**src/rtl/rdmx_pkg.sv**
```systemverilog
// Shared RDMX definitions: AXI constants and packet-length to burst-shape helpers.
// Used by both the transmit and receive sides.
package rdmx_pkg;

  localparam logic [1:0] AXI_BURST_INCR = 2'b01;
  localparam logic [1:0] AXI_RESP_OKAY  = 2'b00;

  // Widest supported beat in bytes (DW = 1024).
  localparam int unsigned MAX_BPB = 128;

  typedef enum logic [1:0] {
    StIdle,
    StAw,
    StW
  } rx_state_e;

  function automatic logic [16:0] plen_to_beats(input logic [15:0] plen, input int unsigned bpb);
    logic [16:0] beats;
    if (plen == '0) begin
      beats = 17'd1;
    end else if ({1'b0, plen} > 17'(256 * bpb)) begin
      beats = 17'd256;
    end else begin
      beats = ({1'b0, plen} + 17'(bpb - 1)) / 17'(bpb);
    end
    return beats;
  endfunction

  // LSB-first strobe for the final beat; zero-length packets carry no valid bytes.
  function automatic logic [MAX_BPB-1:0] last_strobe(input logic [15:0] plen,
                                                     input int unsigned bpb);
    logic [MAX_BPB-1:0] ones;
    logic [MAX_BPB-1:0] strb;
    logic [16:0]        rem;
    ones = '0;
    for (int i = 0; i < MAX_BPB; i++) begin
      if (i < bpb) ones[i] = 1'b1;
    end
    rem = {1'b0, plen} % 17'(bpb);
    if (plen == '0) begin
      strb = '0;
    end else if ({1'b0, plen} > 17'(256 * bpb)) begin
      strb = ones;
    end else if (rem == '0) begin
      strb = ones;
    end else begin
      strb = (MAX_BPB'(1) << rem) - MAX_BPB'(1);
    end
    return strb;
  endfunction

  function automatic logic [31:0] sat_inc(input logic [31:0] val, input logic en);
    return (en && (val != 32'hFFFF_FFFF)) ? val + 32'd1 : val;
  endfunction

endpackage

```
**src/rtl/rdmx_recv_be_if.sv**
```systemverilog
// Link-decoder streams plus the AXI4 write port of the RDMX receive back end.
// master: the back end itself; slave: the link decoder and memory side.
interface rdmx_recv_be_if #(
  parameter int unsigned DW = 512,
  parameter int unsigned AW = 64,
  parameter int unsigned UW = 40
);
  logic [15:0]     axis_plen_tdata;
  logic            axis_plen_tvalid;
  logic            axis_plen_tready;

  logic [AW-1:0]   axis_addr_tdata;
  logic [UW-1:0]   axis_addr_tuser;
  logic            axis_addr_tvalid;
  logic            axis_addr_tready;

  logic [DW-1:0]   axis_data_tdata;
  logic            axis_data_tlast;
  logic            axis_data_tvalid;
  logic            axis_data_tready;

  logic [AW-1:0]   m_axi_awaddr;
  logic [UW-1:0]   m_axi_awuser;
  logic [7:0]      m_axi_awlen;
  logic [2:0]      m_axi_awsize;
  logic [1:0]      m_axi_awburst;
  logic            m_axi_awvalid;
  logic            m_axi_awready;

  logic [DW-1:0]   m_axi_wdata;
  logic [DW/8-1:0] m_axi_wstrb;
  logic            m_axi_wlast;
  logic            m_axi_wvalid;
  logic            m_axi_wready;

  logic [1:0]      m_axi_bresp;
  logic            m_axi_bvalid;
  logic            m_axi_bready;

  modport master (
    input  axis_plen_tdata, axis_plen_tvalid,
    output axis_plen_tready,
    input  axis_addr_tdata, axis_addr_tuser, axis_addr_tvalid,
    output axis_addr_tready,
    input  axis_data_tdata, axis_data_tlast, axis_data_tvalid,
    output axis_data_tready,
    output m_axi_awaddr, m_axi_awuser, m_axi_awlen, m_axi_awsize, m_axi_awburst, m_axi_awvalid,
    input  m_axi_awready,
    output m_axi_wdata, m_axi_wstrb, m_axi_wlast, m_axi_wvalid,
    input  m_axi_wready,
    input  m_axi_bresp, m_axi_bvalid,
    output m_axi_bready
  );

  modport slave (
    output axis_plen_tdata, axis_plen_tvalid,
    input  axis_plen_tready,
    output axis_addr_tdata, axis_addr_tuser, axis_addr_tvalid,
    input  axis_addr_tready,
    output axis_data_tdata, axis_data_tlast, axis_data_tvalid,
    input  axis_data_tready,
    input  m_axi_awaddr, m_axi_awuser, m_axi_awlen, m_axi_awsize, m_axi_awburst, m_axi_awvalid,
    output m_axi_awready,
    input  m_axi_wdata, m_axi_wstrb, m_axi_wlast, m_axi_wvalid,
    output m_axi_wready,
    output m_axi_bresp, m_axi_bvalid,
    input  m_axi_bready
  );

endinterface

```
**src/rtl/rdmx_strb_gen.sv**
```systemverilog
// Combinational packet length to burst shape: beat count, final-beat strobe, oversize flag.
module rdmx_strb_gen
  import rdmx_pkg::*;
#(
  parameter int unsigned DW = 512
) (
  input  logic [15:0]     plen,
  output logic [16:0]     beats,
  output logic [DW/8-1:0] last_strb,
  output logic            oversize
);

  localparam int unsigned BPB = DW / 8;

  always_comb begin
    beats     = plen_to_beats(plen, BPB);
    last_strb = BPB'(last_strobe(plen, BPB));
    oversize  = {1'b0, plen} > 17'(256 * BPB);
  end

endmodule

```
**src/rtl/rdmx_recv_be.sv**
```systemverilog
// RDMX receive back end: one AXI4 INCR write burst per packet, W passed straight through
// from the data stream, with outstanding-response tracking and saturating error counters.
module rdmx_recv_be
  import rdmx_pkg::*;
#(
  parameter int unsigned DW      = 512,
  parameter int unsigned AW      = 64,
  parameter int unsigned UW      = 40,
  parameter int unsigned MAX_OUT = 16
) (
  input  logic                       clk,
  input  logic                       reset,
  rdmx_recv_be_if.master             bus,
  output logic [$clog2(MAX_OUT):0]   outstanding,
  output logic [31:0]                tlast_err_cnt,
  output logic [31:0]                bresp_err_cnt,
  output logic [31:0]                oversize_cnt
);

  localparam int unsigned BPB      = DW / 8;
  localparam int unsigned OW       = $clog2(MAX_OUT) + 1;
  localparam logic [2:0]  AXI_SIZE = 3'($clog2(BPB));

  rx_state_e      state_q, state_d;
  logic [7:0]     beat_q, beat_d;
  logic [AW-1:0]  awaddr_q;
  logic [UW-1:0]  awuser_q;
  logic [7:0]     awlen_q;
  logic [2:0]     awsize_q;
  logic [1:0]     awburst_q;
  logic [BPB-1:0] last_strb_q;
  logic           bready_q;
  logic [OW-1:0]  out_q;
  logic [31:0]    tlast_err_q, bresp_err_q, oversize_q;

  logic [16:0]    beats;
  logic [BPB-1:0] last_strb;
  logic           oversize;
  logic           pop, aw_hs, w_hs, b_hs, last_beat;

  rdmx_strb_gen #(
    .DW(DW)
  ) u_strb_gen (
    .plen      (bus.axis_plen_tdata),
    .beats     (beats),
    .last_strb (last_strb),
    .oversize  (oversize)
  );

  assign last_beat = (beat_q == awlen_q);
  assign aw_hs     = (state_q == StAw) && bus.m_axi_awready;
  assign w_hs      = (state_q == StW) && bus.axis_data_tvalid && bus.m_axi_wready;
  assign b_hs      = bus.m_axi_bvalid && bready_q;

  always_comb begin
    state_d              = state_q;
    beat_d               = beat_q;
    pop                  = 1'b0;
    bus.axis_plen_tready = 1'b0;
    bus.axis_addr_tready = 1'b0;
    bus.axis_data_tready = 1'b0;
    bus.m_axi_awvalid    = 1'b0;
    bus.m_axi_wvalid     = 1'b0;
    unique case (state_q)
      StIdle: begin
        pop = bus.axis_plen_tvalid && bus.axis_addr_tvalid && (out_q < OW'(MAX_OUT));
        bus.axis_plen_tready = pop;
        bus.axis_addr_tready = pop;
        if (pop) begin
          state_d = StAw;
          beat_d  = '0;
        end
      end
      StAw: begin
        bus.m_axi_awvalid = 1'b1;
        if (bus.m_axi_awready) state_d = StW;
      end
      StW: begin
        // Zero-latency pass-through: stalls on either side propagate directly.
        bus.m_axi_wvalid     = bus.axis_data_tvalid;
        bus.axis_data_tready = bus.m_axi_wready;
        if (w_hs) begin
          if (last_beat) state_d = StIdle;
          else           beat_d  = beat_q + 8'd1;
        end
      end
      default: state_d = StIdle;
    endcase
  end

  always_ff @(posedge clk or posedge reset) begin
    if (reset) begin
      state_q     <= StIdle;
      beat_q      <= '0;
      awaddr_q    <= '0;
      awuser_q    <= '0;
      awlen_q     <= '0;
      awsize_q    <= '0;
      awburst_q   <= '0;
      last_strb_q <= '0;
      bready_q    <= 1'b0;
      out_q       <= '0;
      tlast_err_q <= '0;
      bresp_err_q <= '0;
      oversize_q  <= '0;
    end else begin
      state_q  <= state_d;
      beat_q   <= beat_d;
      bready_q <= 1'b1;
      if (pop) begin
        awaddr_q    <= bus.axis_addr_tdata;
        awuser_q    <= bus.axis_addr_tuser;
        awlen_q     <= 8'(beats - 17'd1);
        awsize_q    <= AXI_SIZE;
        awburst_q   <= AXI_BURST_INCR;
        last_strb_q <= last_strb;
      end
      if (aw_hs && !b_hs) begin
        out_q <= out_q + OW'(1);
      end else if (!aw_hs && b_hs) begin
        out_q <= out_q - OW'(1);
      end
      oversize_q  <= sat_inc(oversize_q, pop && oversize);
      // TLAST is only audited; framing always follows AWLEN.
      tlast_err_q <= sat_inc(tlast_err_q, w_hs && (bus.axis_data_tlast != last_beat));
      bresp_err_q <= sat_inc(bresp_err_q, b_hs && (bus.m_axi_bresp != AXI_RESP_OKAY));
    end
  end

  assign bus.m_axi_awaddr  = awaddr_q;
  assign bus.m_axi_awuser  = awuser_q;
  assign bus.m_axi_awlen   = awlen_q;
  assign bus.m_axi_awsize  = awsize_q;
  assign bus.m_axi_awburst = awburst_q;
  assign bus.m_axi_wdata   = bus.axis_data_tdata;
  assign bus.m_axi_wstrb   = last_beat ? last_strb_q : '1;
  assign bus.m_axi_wlast   = (state_q == StW) && last_beat;
  assign bus.m_axi_bready  = bready_q;

  assign outstanding   = out_q;
  assign tlast_err_cnt = tlast_err_q;
  assign bresp_err_cnt = bresp_err_q;
  assign oversize_cnt  = oversize_q;

endmodule

```
**src/flat_wrapper.sv**
```systemverilog
// flat-port wrapper written by rule: the top's interface ports become plain ports
module rdmx_recv_be_flat import rdmx_pkg::*;
#(
  parameter int unsigned DW      = 512,
  parameter int unsigned AW      = 64,
  parameter int unsigned UW      = 40,
  parameter int unsigned MAX_OUT = 16
)
  (clk, reset, outstanding, tlast_err_cnt, bresp_err_cnt, oversize_cnt, bus_axis_plen_tdata, bus_axis_plen_tvalid, bus_axis_plen_tready, bus_axis_addr_tdata, bus_axis_addr_tuser, bus_axis_addr_tvalid, bus_axis_addr_tready, bus_axis_data_tdata, bus_axis_data_tlast, bus_axis_data_tvalid, bus_axis_data_tready, bus_m_axi_awaddr, bus_m_axi_awuser, bus_m_axi_awlen, bus_m_axi_awsize, bus_m_axi_awburst, bus_m_axi_awvalid, bus_m_axi_awready, bus_m_axi_wdata, bus_m_axi_wstrb, bus_m_axi_wlast, bus_m_axi_wvalid, bus_m_axi_wready, bus_m_axi_bresp, bus_m_axi_bvalid, bus_m_axi_bready);
  rdmx_recv_be_if #(.DW(DW), .AW(AW), .UW(UW)) bus_i ();
  input  logic clk;
  input  logic reset;
  output logic [$clog2(MAX_OUT):0] outstanding;
  output logic [31:0] tlast_err_cnt;
  output logic [31:0] bresp_err_cnt;
  output logic [31:0] oversize_cnt;
  input wire logic [$bits(bus_i.axis_plen_tdata)-1:0] bus_axis_plen_tdata;
  input wire logic [$bits(bus_i.axis_plen_tvalid)-1:0] bus_axis_plen_tvalid;
  output wire logic [$bits(bus_i.axis_plen_tready)-1:0] bus_axis_plen_tready;
  input wire logic [$bits(bus_i.axis_addr_tdata)-1:0] bus_axis_addr_tdata;
  input wire logic [$bits(bus_i.axis_addr_tuser)-1:0] bus_axis_addr_tuser;
  input wire logic [$bits(bus_i.axis_addr_tvalid)-1:0] bus_axis_addr_tvalid;
  output wire logic [$bits(bus_i.axis_addr_tready)-1:0] bus_axis_addr_tready;
  input wire logic [$bits(bus_i.axis_data_tdata)-1:0] bus_axis_data_tdata;
  input wire logic [$bits(bus_i.axis_data_tlast)-1:0] bus_axis_data_tlast;
  input wire logic [$bits(bus_i.axis_data_tvalid)-1:0] bus_axis_data_tvalid;
  output wire logic [$bits(bus_i.axis_data_tready)-1:0] bus_axis_data_tready;
  output wire logic [$bits(bus_i.m_axi_awaddr)-1:0] bus_m_axi_awaddr;
  output wire logic [$bits(bus_i.m_axi_awuser)-1:0] bus_m_axi_awuser;
  output wire logic [$bits(bus_i.m_axi_awlen)-1:0] bus_m_axi_awlen;
  output wire logic [$bits(bus_i.m_axi_awsize)-1:0] bus_m_axi_awsize;
  output wire logic [$bits(bus_i.m_axi_awburst)-1:0] bus_m_axi_awburst;
  output wire logic [$bits(bus_i.m_axi_awvalid)-1:0] bus_m_axi_awvalid;
  input wire logic [$bits(bus_i.m_axi_awready)-1:0] bus_m_axi_awready;
  output wire logic [$bits(bus_i.m_axi_wdata)-1:0] bus_m_axi_wdata;
  output wire logic [$bits(bus_i.m_axi_wstrb)-1:0] bus_m_axi_wstrb;
  output wire logic [$bits(bus_i.m_axi_wlast)-1:0] bus_m_axi_wlast;
  output wire logic [$bits(bus_i.m_axi_wvalid)-1:0] bus_m_axi_wvalid;
  input wire logic [$bits(bus_i.m_axi_wready)-1:0] bus_m_axi_wready;
  input wire logic [$bits(bus_i.m_axi_bresp)-1:0] bus_m_axi_bresp;
  input wire logic [$bits(bus_i.m_axi_bvalid)-1:0] bus_m_axi_bvalid;
  output wire logic [$bits(bus_i.m_axi_bready)-1:0] bus_m_axi_bready;
  assign bus_i.axis_plen_tdata = bus_axis_plen_tdata;
  assign bus_i.axis_plen_tvalid = bus_axis_plen_tvalid;
  assign bus_axis_plen_tready = bus_i.axis_plen_tready;
  assign bus_i.axis_addr_tdata = bus_axis_addr_tdata;
  assign bus_i.axis_addr_tuser = bus_axis_addr_tuser;
  assign bus_i.axis_addr_tvalid = bus_axis_addr_tvalid;
  assign bus_axis_addr_tready = bus_i.axis_addr_tready;
  assign bus_i.axis_data_tdata = bus_axis_data_tdata;
  assign bus_i.axis_data_tlast = bus_axis_data_tlast;
  assign bus_i.axis_data_tvalid = bus_axis_data_tvalid;
  assign bus_axis_data_tready = bus_i.axis_data_tready;
  assign bus_m_axi_awaddr = bus_i.m_axi_awaddr;
  assign bus_m_axi_awuser = bus_i.m_axi_awuser;
  assign bus_m_axi_awlen = bus_i.m_axi_awlen;
  assign bus_m_axi_awsize = bus_i.m_axi_awsize;
  assign bus_m_axi_awburst = bus_i.m_axi_awburst;
  assign bus_m_axi_awvalid = bus_i.m_axi_awvalid;
  assign bus_i.m_axi_awready = bus_m_axi_awready;
  assign bus_m_axi_wdata = bus_i.m_axi_wdata;
  assign bus_m_axi_wstrb = bus_i.m_axi_wstrb;
  assign bus_m_axi_wlast = bus_i.m_axi_wlast;
  assign bus_m_axi_wvalid = bus_i.m_axi_wvalid;
  assign bus_i.m_axi_wready = bus_m_axi_wready;
  assign bus_i.m_axi_bresp = bus_m_axi_bresp;
  assign bus_i.m_axi_bvalid = bus_m_axi_bvalid;
  assign bus_m_axi_bready = bus_i.m_axi_bready;
  rdmx_recv_be #(.DW(DW), .AW(AW), .UW(UW), .MAX_OUT(MAX_OUT)) u_core (.clk(clk), .reset(reset), .bus(bus_i), .outstanding(outstanding), .tlast_err_cnt(tlast_err_cnt), .bresp_err_cnt(bresp_err_cnt), .oversize_cnt(oversize_cnt));
endmodule
```
**config.mk**
```make
export PLATFORM = sky130hd
export DESIGN_NAME = rdmx_recv_be_flat
export DESIGN_NICKNAME = d
export VERILOG_FILES = /design/src/rtl/rdmx_pkg.sv /design/src/rtl/rdmx_recv_be_if.sv /design/src/rtl/rdmx_strb_gen.sv /design/src/rtl/rdmx_recv_be.sv /design/src/flat_wrapper.sv
export SDC_FILE = /design/constraint.sdc
export NUM_CORES = 1
export LEC_CHECK = 0
export CAP_MARGIN = 20
export CORE_AREA = 2 2 555 557
export CTS_BUF_LIST = sky130_fd_sc_hd__clkbuf_4 sky130_fd_sc_hd__clkbuf_8 sky130_fd_sc_hd__clkbuf_16
export DETAILED_ROUTE_END_ITERATION = 7
export DIE_AREA = 0 0 557 559
export PLACE_DENSITY_LB_ADDON = 0.2
export REMOVE_ABC_BUFFERS = 1
export SYNTH_ARGS = -nofsm -noshare
export SYNTH_HDL_FRONTEND = slang
export SYNTH_SLANG_ARGS = --single-unit
```
**constraint.sdc**
```tcl
create_clock -name clk -period 19.5 [get_ports clk]
set_clock_uncertainty 0.15 [all_clocks]
set_input_delay 3.9 -clock clk [delete_from_list [all_inputs] [get_ports clk]]
set_output_delay 3.9 -clock clk [all_outputs]
set_load 0.1 [all_outputs]
```
Word level (Yosys, flattened, before mapping)
Cells that the tools add are included.
{"block": "totals", "input_bits": 643, "regBits": 290, "word_cells": 83}
{"block": "op_classes", "reduce_logical": 25, "order_cmp": 2, "n_eq_ne": 12, "muxes": 21, "shift": 1, "addsub": 9}
{"operator": "64-bit 2-to-1 mux", "n": 4}
{"operator": "32-bit by 1-bit adder with 32-bit output, second input constant", "n": 3}
{"operator": "32-bit != test, second input constant", "n": 3}
{"operator": "1-bit by 6-bit left shift with 64-bit output, first input constant", "n": 1}
{"operator": "64-bit by 2-bit subtractor with 64-bit output, second input constant", "n": 1}
{"operator": "8-bit 2-to-1 mux", "n": 5}
{"operator": "17-bit zero test", "n": 1}
{"operator": "16-bit by 15-bit greater-than comparator with 1-bit output, second input constant", "n": 1}
{"operator": "16-bit zero test", "n": 1}
{"operator": "8-bit one-hot mux with 2 select lines", "n": 1}
{"operator": "1-bit logical AND", "n": 15}
{"operator": "14-bit by 6-bit adder with 14-bit output, second input constant", "n": 1}
{"operator": "5-bit 2-to-1 mux", "n": 2}
{"operator": "8-bit by 1-bit adder with 8-bit output, second input constant", "n": 1}
{"operator": "8-bit equality test", "n": 1}
{"operator": "2-bit 2-to-1 mux", "n": 4}
{"operator": "4-bit AND reduction", "n": 2}
{"operator": "8-bit by 1-bit subtractor with 8-bit output, second input constant", "n": 1}
{"operator": "2-bit by 1-bit != test with 1-bit output, second input constant", "n": 3}
{"operator": "2-bit one-hot mux with 3 select lines", "n": 1}
{"operator": "2-bit nonzero test", "n": 3}
{"operator": "5-bit by 1-bit adder with 5-bit output, second input constant", "n": 1}
{"operator": "5-bit less-than comparator, second input constant", "n": 1}
{"operator": "5-bit by 1-bit subtractor with 5-bit output, second input constant", "n": 1}
{"operator": "7 further kinds", "n": 12}

Logic depth before layout (Yosys ltp)
Gate-level depths: netlist (run 1).
{"block": "logic_depth", "word_depth": 6, "mapped_depth": 12, "ltp_nobuf": 10}

By module
Synthesis (run 1) repeated with hierarchy kept, for this count alone.
{"block": "unflattened", "cells_unflattened": 2215, "hier_area_um2": 18587.8}
{"module": "rdmx_recv_be", "cells_each": 1884, "instances": 1, "seq_area_each_um2": 7231.9, "area_each_um2": 16649.7}
{"module": "rdmx_strb_gen", "cells_each": 331, "instances": 1, "seq_area_each_um2": 0.0, "area_each_um2": 1938.1}

Worst setup path before layout (run 1)
Ideal clock, no wire load.
{"block": "synth_timing", "path_type": "input to output", "start": "in bus_axis_plen_tvalid", "end": "out bus_axis_plen_tready", "stages": 6, "n_path_buf": 3, "arrival_time_ns": 6.061, "setup_slack_ns": 9.389, "t_required_ns": 15.450, "cell_sequence": "nand2_1 > or4_1 > buf_2 > inv_6 > clkbuf_1 > buf_4"}
{"block": "synth_between", "elab_chain_cells": 3}
{"item": "from (decl)", "line": "flat_wrapper.sv:18", "rtl": "input wire logic [$bits(bus_i.axis_plen_tvalid)-1:0] bus_axis_plen_tvalid;"}
{"item": "1-bit logical AND (2 in series)", "line": "rdmx_recv_be.sv:66", "rtl": "pop = bus.axis_plen_tvalid && bus.axis_addr_tvalid && (out_q < OW'(MAX_OUT));"}
{"item": "1-bit 2-to-1 mux"}
{"item": "to (decl)", "line": "flat_wrapper.sv:19", "rtl": "output wire logic [$bits(bus_i.axis_plen_tready)-1:0] bus_axis_plen_tready;"}
Every way passes these cells.

Worst setup path after layout (run 1)
{"block": "layout_timing", "start": "in bus_axis_addr_tvalid", "end": "out bus_axis_addr_tready"}
{"block": "layout_between", "elab_chain_cells": 3}
{"item": "from (decl)", "line": "flat_wrapper.sv:22", "rtl": "input wire logic [$bits(bus_i.axis_addr_tvalid)-1:0] bus_axis_addr_tvalid;"}
{"item": "1-bit logical AND (2 in series)", "line": "rdmx_recv_be.sv:66"}
{"item": "1-bit 2-to-1 mux", "line": "rdmx_recv_be.sv:64", "rtl": "unique case (state_q)"}
{"item": "to (decl)", "line": "flat_wrapper.sv:23", "rtl": "output wire logic [$bits(bus_i.axis_addr_tready)-1:0] bus_axis_addr_tready;"}
Every way passes these cells.

==> summary.md, run 1 <==
| Metric | Value |
|---|---|
| Detailed Route WL | 405 mm |
| Area Overhead vs Synth | 37.2% |
| Register area share after synthesis | 40.0% |
| Largest area contributor in the netlist | dfrtp_1 |
| # IOs | 1444 |
| CP max stage cell | clkdlybuf4s50_1 |
| Max VDD drop | 0.0870 mV |
| Crit end category | output port |
| Cell area after placement | 0.0233 mm2 |
| Count of flip-flops with a built-in enable after synthesis | 0 |
| CTS Buffer Depth | 3 |
| # rows | 203 |
| CTS tree | yes |
| Crit start category | input port |
| RR Startpoint | u_core.state_q[0] |
| WL per Instance | 66.6 um |
| CTS resizes | 0 |
| Hold Startpoint | u_core.last_strb_q[15] |
| CP peak stage delay | 1.24 ns |
| RSZ-0062 raised after global routing | no |
| DP Cell Count | 6003 |
| Worst hold path type | flop to flop |
| Violation count after the first detailed-route iteration | 1779 |
| Crit Path Max Fanout | 37 |
| Final min period | 10.86 ns |
| Setup slack, reg-to-reg | 15.62 ns |
| Total core area | 0.305 mm2 |
| Overall Power | 3.59 mW |
| Final Setup Violations | 0 |
| Hold_buf cts | 0 |
| Worst-path clk slew | 0.06 ns |
| Most common cell after layout, fill and taps aside | nand2_1 |
| Worst setup path startpoint | bus_axis_addr_tvalid |
| Die width | 557 um |
| DRC | 0 |
| Place WS | 8.61 ns |
| Setup_tns | 0 ns |
| Layout cells sized above 1 | 8.93% |
| CP Cell Sequence | clkdlybuf4s50_1, nand2_1, or4_4, inv_6, clkdlybuf4s50_1 |
| Worst flop-to-flop path endpoint | u_core.oversize_cnt[31] |
| Worst path most repeated cell | clkdlybuf4s50_1 |
| Final core occ | 8.13% |
| WHS Endpoint | u_core.last_strb_q[15] |
| Final-stage net count | 2604 |
| Critical Path AT | 6.81 ns |
| Fill cells | 35600 |
| # port buffers | 417 |
| Max-cap violations | 0 |
| Root buf cell | clkbuf_16 |
| Top cells by area, synth | dfrtp_1 (40%), buf_4 (21%), nand2_1 (9.1%) |
| Die area | 0.311 mm2 |
| Final worst slack | 8.64 ns |
| Vias per cell | 2.80 |
| Hold Path Depth | 2 |
| Final worst path period share | 55.7% |
| GRT Total Usage | 25.3% |
| Fin cells | 6087 |
| Worst Path Required | 15.45 ns |
| Pleak | 8.91 nW |
| Drt pass-1 iters | 4 |
| Seq cells post-synth | 289 |
| CP Buf/Inv Count | 3 |
| Vias after detailed routing | 17000 |
| Clock latency on the worst-skew pair | 0.65 ns |
| First-pass GRT wire length | 443 mm |
| Fin. Hold Viols | 0 |
| Antenna-violating nets left | 0 |
| Sink Count | 289 |
| Design Area, Final | 0.0248 mm2 |
| Mapped Cells | 2071 |
| Family with the most delay on the worst path | buffers and inverters |
| Vias in the first global route | 14900 |
| Peak Freq | 92.1 MHz |
| GRT overflow | 0 |
| Actual slew at the worst max-slew pin | 1.19 ns |
| Async S/R FF share, synth | 100% |
| TritonCTS buffer count | 44 |
| Commonest cells after routing, fill and taps aside | nand2_1 (440), clkdlybuf4s50_1 (384), dfrtp_1 (289) |
| Ys Warns | 0 |
| Final Max Slew Viols | 0 |
| Crit Path Class | input port to output port |
| Initial Util | 5.92% |
| Status | finished, final reports clean |
| Worst R2R Path Depth | 7 |
| Initial antenna violation count | 12 |
| Die Ht | 559 um |
| Worst slew margin | 20.5% |
| Routability Congestion | 1.36 |
| Netlist Area Pre-Place | 0.0181 mm2 |
| Synth cell types | 76 |
| DPL Wire Length | 379 mm |
| # H-tree levels | 2 |
| Hold Slack | 0.317 ns |
| Largest net degree at the start of global routing | 76 |
| Syn_area_per_cell | 8.72 um2 |
| Setup Buffers After CTS | 0 |
| Share of the synthesized area in the top cell type | 40.0% |
| Prevailing post-synth register cell | dfrtp_1 |
| Pwr/cell area | 145 mW/mm2 |
## where the power goes
part,internal [mW],switching [mW]
registers,0.797,0.144
logic,0.379,1.41
clock network,0.501,0.356
total,1.68,1.91
## worst min-delay path, cell delays in order (launching register included)
cell     delay, ns
dfrtp_1       0.34
nand2_1       0.05
nand2_1       0.05
## area by class of cell
cell class                 instances  area (um2)  share of cell area, %
clock inverter                    14         138                  0.555
timing repair buffer             448        4330                   17.5
sequential                       289        7230                   29.2
tap                             4100        5130                   20.7
antenna                            4        10.0                 0.0404
inverter                          16        72.6                  0.293
multi-input combinational       1151        6500                   26.2
clock buffer                      65        1370                   5.53
## how the worst max path moves through the flow
| stage | slack, ns | cells after the start | endpoint |
|---|---|---|---|
| CTS | 8.61 | 5 | bus_axis_addr_tready |
| finish | 8.64 | 5 | bus_axis_addr_tready |
| global route | 8.58 | 5 | bus_axis_addr_tready |
| global placement | 8.63 | 5 | bus_axis_addr_tready |
| floorplan | 6.75 | 3 | bus_axis_addr_tready |
| detailed placement | 8.61 | 5 | bus_axis_addr_tready |
## kinds of logic after synthesis
| family | after synthesis | share of synthesized area (%) |
|---|---|---|
| simple gates | 789 | 20.4 |
| xor+xnor | 124 | 6.01 |
| compound gates | 215 | 8.16 |
| fa+ha+maj | 11 | 0.803 |
| buf+inv | 632 | 24.0 |
| mux | 9 | 0.540 |
| flops | 289 | 40.0 |
| other cells | 2 | 0.0416 |
## cells in the mapped netlist, drive strengths merged (2+ instances only)
cell	count
a2111oi	4
a211o	2
a211oi	19
a21o	17
a21oi	29
a221oi	3
a22o	11
a22oi	2
a2bb2oi	2
a31oi	6
and2	11
and3	16
and4	10
buf	532
clkbuf	84
conb	2
dfrtp	289
ha	10
inv	16
mux2	6
mux2i	3
nand2	441
nand2b	10
nand3	70
nand4	36
nand4b	4
nor2	58
nor2b	9
nor3	28
nor3b	3
nor4	10
nor4b	4
o211ai	16
o21a	4
o21ai	73
o221ai	2
o22ai	3
o31a	2
o31ai	13
or2	5
or3	71
or4	3
xnor2	86
xor2	38
## layer usage
metal	routed length, um	vias up	track usage (%)
li1	-	6102	-
met1	50700	7809	8.58
met2	204000	2929	45.2
met3	136000	139	40.3
met4	8310	36	4.62
met5	6420	-	14.6
## flip-flops by register name (all words and copies together), names as in the netlist, 5 cells and up
name                     flops
u_core.last_strb_q          64
u_core.bus.m_axi_awaddr     64
u_core.tlast_err_cnt        32
u_core.outstanding           5
u_core.bus.m_axi_awlen       8
u_core.bus.m_axi_awuser     40
u_core.oversize_cnt         32
u_core.bresp_err_cnt        32
u_core.beat_q                8
Note: power is estimated with default switching activity, not from simulation.
==> run 2, diff against run 1 <==
CORE_AREA = 2 2 563 565   (was 2 2 555 557)
DIE_AREA = 0 0 565 567   (was 0 0 557 559)
clock period = 11 ns   (was 19.5 ns; I/O delays follow)
==> run 2 against run 1 <==
  * Sequential share of layout area down 0.19 points
  * Largest power group unchanged
  * Die area grew 2.9%
  * Combinational power increased by 77%
  * Cell area rose by 0.67%
  * Worst setup slack worse by 5.3 ns
  * Wire length fell by 0.30%
  * Clock power up 82%
  * Utilization fell by 0.18 points
  * Total power up 78%
  * Cell count increased by 0.95%
==> summary.md, run 2 (same netlist as run 1, synthesis figures left out) <==
| Metric | Value |
|---|---|
| Seq. cell area | 0.00723 mm2 |
| GRT overflow | 0 |
| Vias per cell | 2.75 |
| Final-stage net count | 2599 |
| DP Cell Count | 6056 |
| Final Max Slew Viols | 0 |
| TritonCTS buffer count | 45 |
| Routability Congestion | 1.26 |
| Final worst slack | 3.38 ns |
| Die Ht | 567 um |
| Area of the multi-input gates | 0.00651 mm2 |
| # rows | 206 |
| CTS resizes | 0 |
| WL per Instance | 65.7 um |
| Worst Path Required | 8.65 ns |
| Layout cells sized above 1 | 8.63% |
| Hold Path Depth | 2 |
| CTS Buffer Depth | 3 |
| Drt pass-1 iters | 5 |
| Detailed Route WL | 404 mm |
| Die width | 565 um |
| Fill cells | 36700 |
| Final Setup Violations | 0 |
| Initial Util | 5.75% |
| Violation count after the first detailed-route iteration | 1744 |
| Crit Path Class | input port to output port |
| Worst-path clk slew | 0.05 ns |
| Status | finished, final reports clean |
| Final worst path period share | 69.3% |
| DRC | 0 |
| Vias in the first global route | 15100 |
| Final min period | 7.62 ns |
| Pwr/cell area | 256 mW/mm2 |
| Commonest cells after routing, fill and taps aside | nand2_1 (440), clkdlybuf4s50_1 (389), dfrtp_1 (289) |
| Worst R2R Path Depth | 6 |
| Setup slack, reg-to-reg | 7.44 ns |
| Hold Startpoint | u_core.last_strb_q[13] |
| Worst slew margin | 18.1% |
| Hold Slack | 0.318 ns |
| CTS tree | yes |
| Setup_tns | 0 ns |
| Fin. Hold Viols | 0 |
| Antenna-violating nets left | 0 |
| Most common cell after layout, fill and taps aside | nand2_1 |
| Peak Freq | 131 MHz |
| RSZ-0062 raised after global routing | no |
| Actual slew at the worst max-slew pin | 1.22 ns |
| DPL Wire Length | 376 mm |
| Clock latency on the worst-skew pair | 0.67 ns |
| Initial antenna violation count | 10 |
| Area Overhead vs Synth | 38.1% |
| First-pass GRT wire length | 442 mm |
| Max-cap violations | 0 |
| Sink Count | 289 |
| Crit end category | output port |
| # H-tree levels | 2 |
| Hold_buf cts | 0 |
| Pleak | 8.93 nW |
| RR Startpoint | u_core.state_q[0] |
| Largest net degree at the start of global routing | 121 |
| WHS Endpoint | u_core.last_strb_q[13] |
| Crit start category | input port |
| Worst flop-to-flop path endpoint | u_core.bus.m_axi_awaddr[50] |
| Max VDD drop | 0.144 mV |
| Total core area | 0.314 mm2 |
| Die area | 0.320 mm2 |
| Crit Path Max Fanout | 43 |
| Vias after detailed routing | 16900 |
| Worst hold path type | flop to flop |
| # port buffers | 417 |
| Root buf cell | clkbuf_16 |
| Setup Buffers After CTS | 0 |
| Fin cells | 6145 |
| Place WS | 3.35 ns |
| GRT Total Usage | 24.5% |
| Critical Path AT | 5.27 ns |
| # IOs | 1444 |
run 2: layer usage:
| metal | GRT usage [%] | part of all wire [%] | up-vias |
|---|---|---|---|
| met1 | 9.95 | 15 | 7673 |
| met2 | 41.7 | 48 | 2872 |
| li1 | - | - | 6098 |
| met5 | 12.3 | 1.2 | - |
| met3 | 38.2 | 33 | 195 |
| met4 | 6.55 | 3.0 | 38 |
run 2: power by group:
| group | switching [mW] | internal (mW) | leakage (nW) |
|---|---|---|---|
| clock network | 0.653 | 0.908 | 0.765 |
| logic | 2.48 | 0.679 | 4.48 |
| registers | 0.257 | 1.41 | 3.68 |
run 2: worst max path at each step:
stage | from | end | slack (ns) | cells past startpoint
floorplan | reset | u_core.beat_q[0] | 0.67 | 1
global placement | bus_axis_plen_tvalid | bus_axis_plen_tready | 3.29 | 5
detailed placement | bus_axis_plen_tvalid | bus_axis_plen_tready | 3.35 | 5
CTS | bus_axis_plen_tvalid | bus_axis_plen_tready | 3.34 | 5
global route | bus_axis_plen_tvalid | bus_axis_plen_tready | 3.25 | 5
finish | bus_axis_plen_tvalid | bus_axis_plen_tready | 3.38 | 5
run 2: stage by stage:
stage | instance area [um2] | total power [mW] | utilization [%]
finish | 25000 | 6.39 | 7.95
CTS | 24900 | 6.51 | 7.93
global route | 25000 | 6.69 | 7.95
floorplan | 13800 | 3.86 | -
global placement | 23300 | 4.88 | 7.42
detailed placement | 23400 | 4.87 | 7.44
run 2: critical path: stages:
cell	delay, ns
clkdlybuf4s50_1	0.49
nand2_1	0.08
or4_4	0.67
inv_6	0.50
clkdlybuf4s50_1	1.25
run 2: area by class of cell:
type                    instances  share of cell area [%]
diodes                          4                  0.0401
clock buffers                  69                    5.46
clock inverters                14                   0.677
inverters                      16                   0.291
multi-input cells            1151                    26.1
flip-flops and latches        289                    29.0
well taps                    4160                    20.9
repair buffers                442                    17.6
==> run 3, diff against run 2 <==
clock period = 7.1 ns   (was 11 ns; I/O delays follow)
==> run 3 against run 2 <==
  * Wire length rose by 0.32%
  * Critical path depth did not move
  * Die area did not move
  * Critical endpoint is now bus_m_axi_wstrb[15]
  * Largest cell class unchanged
  * Largest power group unchanged
==> summary.md, run 3 (same netlist as run 1, synthesis figures left out) <==
| Metric | Value |
|---|---|
| RSZ-0062 raised after global routing | no |
| Pleak | 8.97 nW |
| Worst slew margin | 21.3% |
| Routability Congestion | 1.27 |
| Total core area | 0.314 mm2 |
| Status | finished, final reports clean |
| Most common cell after layout, fill and taps aside | nand2_1 |
| Peak Freq | 188 MHz |
| Fin. Hold Viols | 0 |
| Worst Path Required | 5.53 ns |
| Hold_buf cts | 0 |
| Final-stage net count | 2604 |
| Final core occ | 7.98% |
| First-pass GRT wire length | 443 mm |
| Crit Path Max Fanout | 64 |
| Layout cells sized above 1 | 9.05% |
| Antenna-violating nets left | 0 |
| # IOs | 1444 |
| Commonest cells after routing, fill and taps aside | nand2_1 (440), clkdlybuf4s50_1 (387), dfrtp_1 (289) |
| Crit start category | flop |
| Final Setup Violations | 0 |
| Hold Path Depth | 2 |
| Vias per cell | 2.75 |
| RR Startpoint | u_core.state_q[0] |
| Hold Slack | 0.310 ns |
| Die Ht | 567 um |
| Worst-path clk slew | 0.06 ns |
| DRC | 0 |
| # H-tree levels | 2 |
| Design Area, Final | 0.0250 mm2 |
| Area Overhead vs Synth | 38.6% |
| Sink Count | 289 |
| Switching Fraction | 52.9% |
| Psw | 5.31 mW |
| # rows | 206 |
| Initial Util | 5.75% |
| Pwr/cell area | 401 mW/mm2 |
| GRT overflow | 0 |
| WL per Instance | 65.9 um |
| Actual slew at the worst max-slew pin | 1.18 ns |
| Overall Power | 10.0 mW |
| Crit Path Class | flop to output port |
| Detailed Route WL | 405 mm |
| Vias in the first global route | 15100 |
| Clock Power Share | 25.5% |
| TritonCTS buffer count | 47 |
| CTS Buffer Depth | 3 |
| # port buffers | 417 |
| Clock latency on the worst-skew pair | 0.75 ns |
| Cell area after placement | 0.0234 mm2 |
| Root buf cell | clkbuf_16 |
| Vias after detailed routing | 16900 |
| GRT Total Usage | 24.6% |
| P_int | 4.73 mW |
| Setup Buffers After CTS | 0 |
| Max VDD drop | 0.198 mV |
| Worst setup path startpoint | u_core.bus.m_axi_awlen[5] |
| Final worst path period share | 75.1% |
| Crit end category | output port |
| Max-cap violations | 0 |
| Final min period | 5.33 ns |
| Die area | 0.320 mm2 |
| CTS tree | yes |
| Register share of total power | 26.0% |
| Drt pass-1 iters | 4 |
| Hold Startpoint | u_core.last_strb_q[15] |
| Largest net degree at the start of global routing | 86 |
| Worst hold path type | flop to flop |
| DPL Wire Length | 377 mm |
| Final Max Slew Viols | 0 |
| Violation count after the first detailed-route iteration | 1684 |
| Critical Path AT | 3.76 ns |
| CTS resizes | 0 |
| Worst R2R Path Depth | 6 |
| Setup_tns | 0 ns |
| Die width | 565 um |
| Logic pwr share | 48.5% |
| Initial antenna violation count | 8 |
==> run 3: cell count changes in the layout (fill, tap and decap cells not counted), moves of 2 or more <==
cell / delta
inv_16: -2
buf_12: -3
buf_4: +7
buf_2: +2
clkbuf_16: +2
inv_6: +3
clkbuf_8: +4
clkbuf_4: -8
clkdlybuf4s50_1: -2
==> run 3: area by class of cell <==
type | instances | area, um2
fill | 36700 | 289000
sequential | 289 | 7230
multi-input combinational | 1151 | 6510
tap | 4160 | 5200
timing repair buffer | 445 | 4360
clock buffer | 67 | 1410
clock inverter | 20 | 245
inverter | 16 | 72.6
antenna | 3 | 7.51
==> run 3: worst paths after layout <==
path | slack [ns] | endpoint
max | 1.77 | bus_m_axi_wstrb[15]
max in group asynchronous | 4.67 | u_core.tlast_err_cnt[3]
min | 0.31 | u_core.last_strb_q[15]
min in group asynchronous | 1.01 | u_core.bus.m_axi_awaddr[26]
min reg2reg | 0.31 | u_core.last_strb_q[15]
max reg2reg | 3.76 | u_core.oversize_cnt[23]
==> run 3: critical path, cell delays in order, from the launching register on <==
cell	delay (ns)
dfrtp_1	0.53
xnor2_1	0.19
nand4_1	0.19
buf_4	0.59
or3_1	0.21
clkdlybuf4s50_1	1.25
==> run 3: per-layer routing <==
| layer | global-route usage, % | part of all wire, % | routed length (um) | vias up |
|---|---|---|---|---|
| met5 | 12.2 | 1.2 | 4970 | - |
| met4 | 4.84 | 2.2 | 8740 | 40 |
| met3 | 38.2 | 33 | 133000 | 157 |
| met2 | 42.5 | 49 | 198000 | 2881 |
| met1 | 10.1 | 15 | 60800 | 7750 |
| li1 | - | - | - | 6100 |
==> run 3: power by group through the flow <==
stage | Clock, mW | Combinational, mW | Sequential, mW
after floorplan | 0 | 0.998 | 4.98
after global routing | 2.70 | 5.11 | 2.69
after CTS | 2.67 | 4.94 | 2.63
final | 2.56 | 4.88 | 2.62
after global placement | 0 | 4.94 | 2.64
after detailed placement | 0 | 4.94 | 2.64
==> run 3: through the flow <==
step | setup slack [ns] | instances
2_1_floorplan | -2.45 | 1456
3_3_place_gp | 1.31 | 6058
3_5_place_dp | 1.45 | 6060
4_1_cts | 1.61 | 6147
5_1_grt | 1.54 | 6150
6_report | 1.77 | 6151
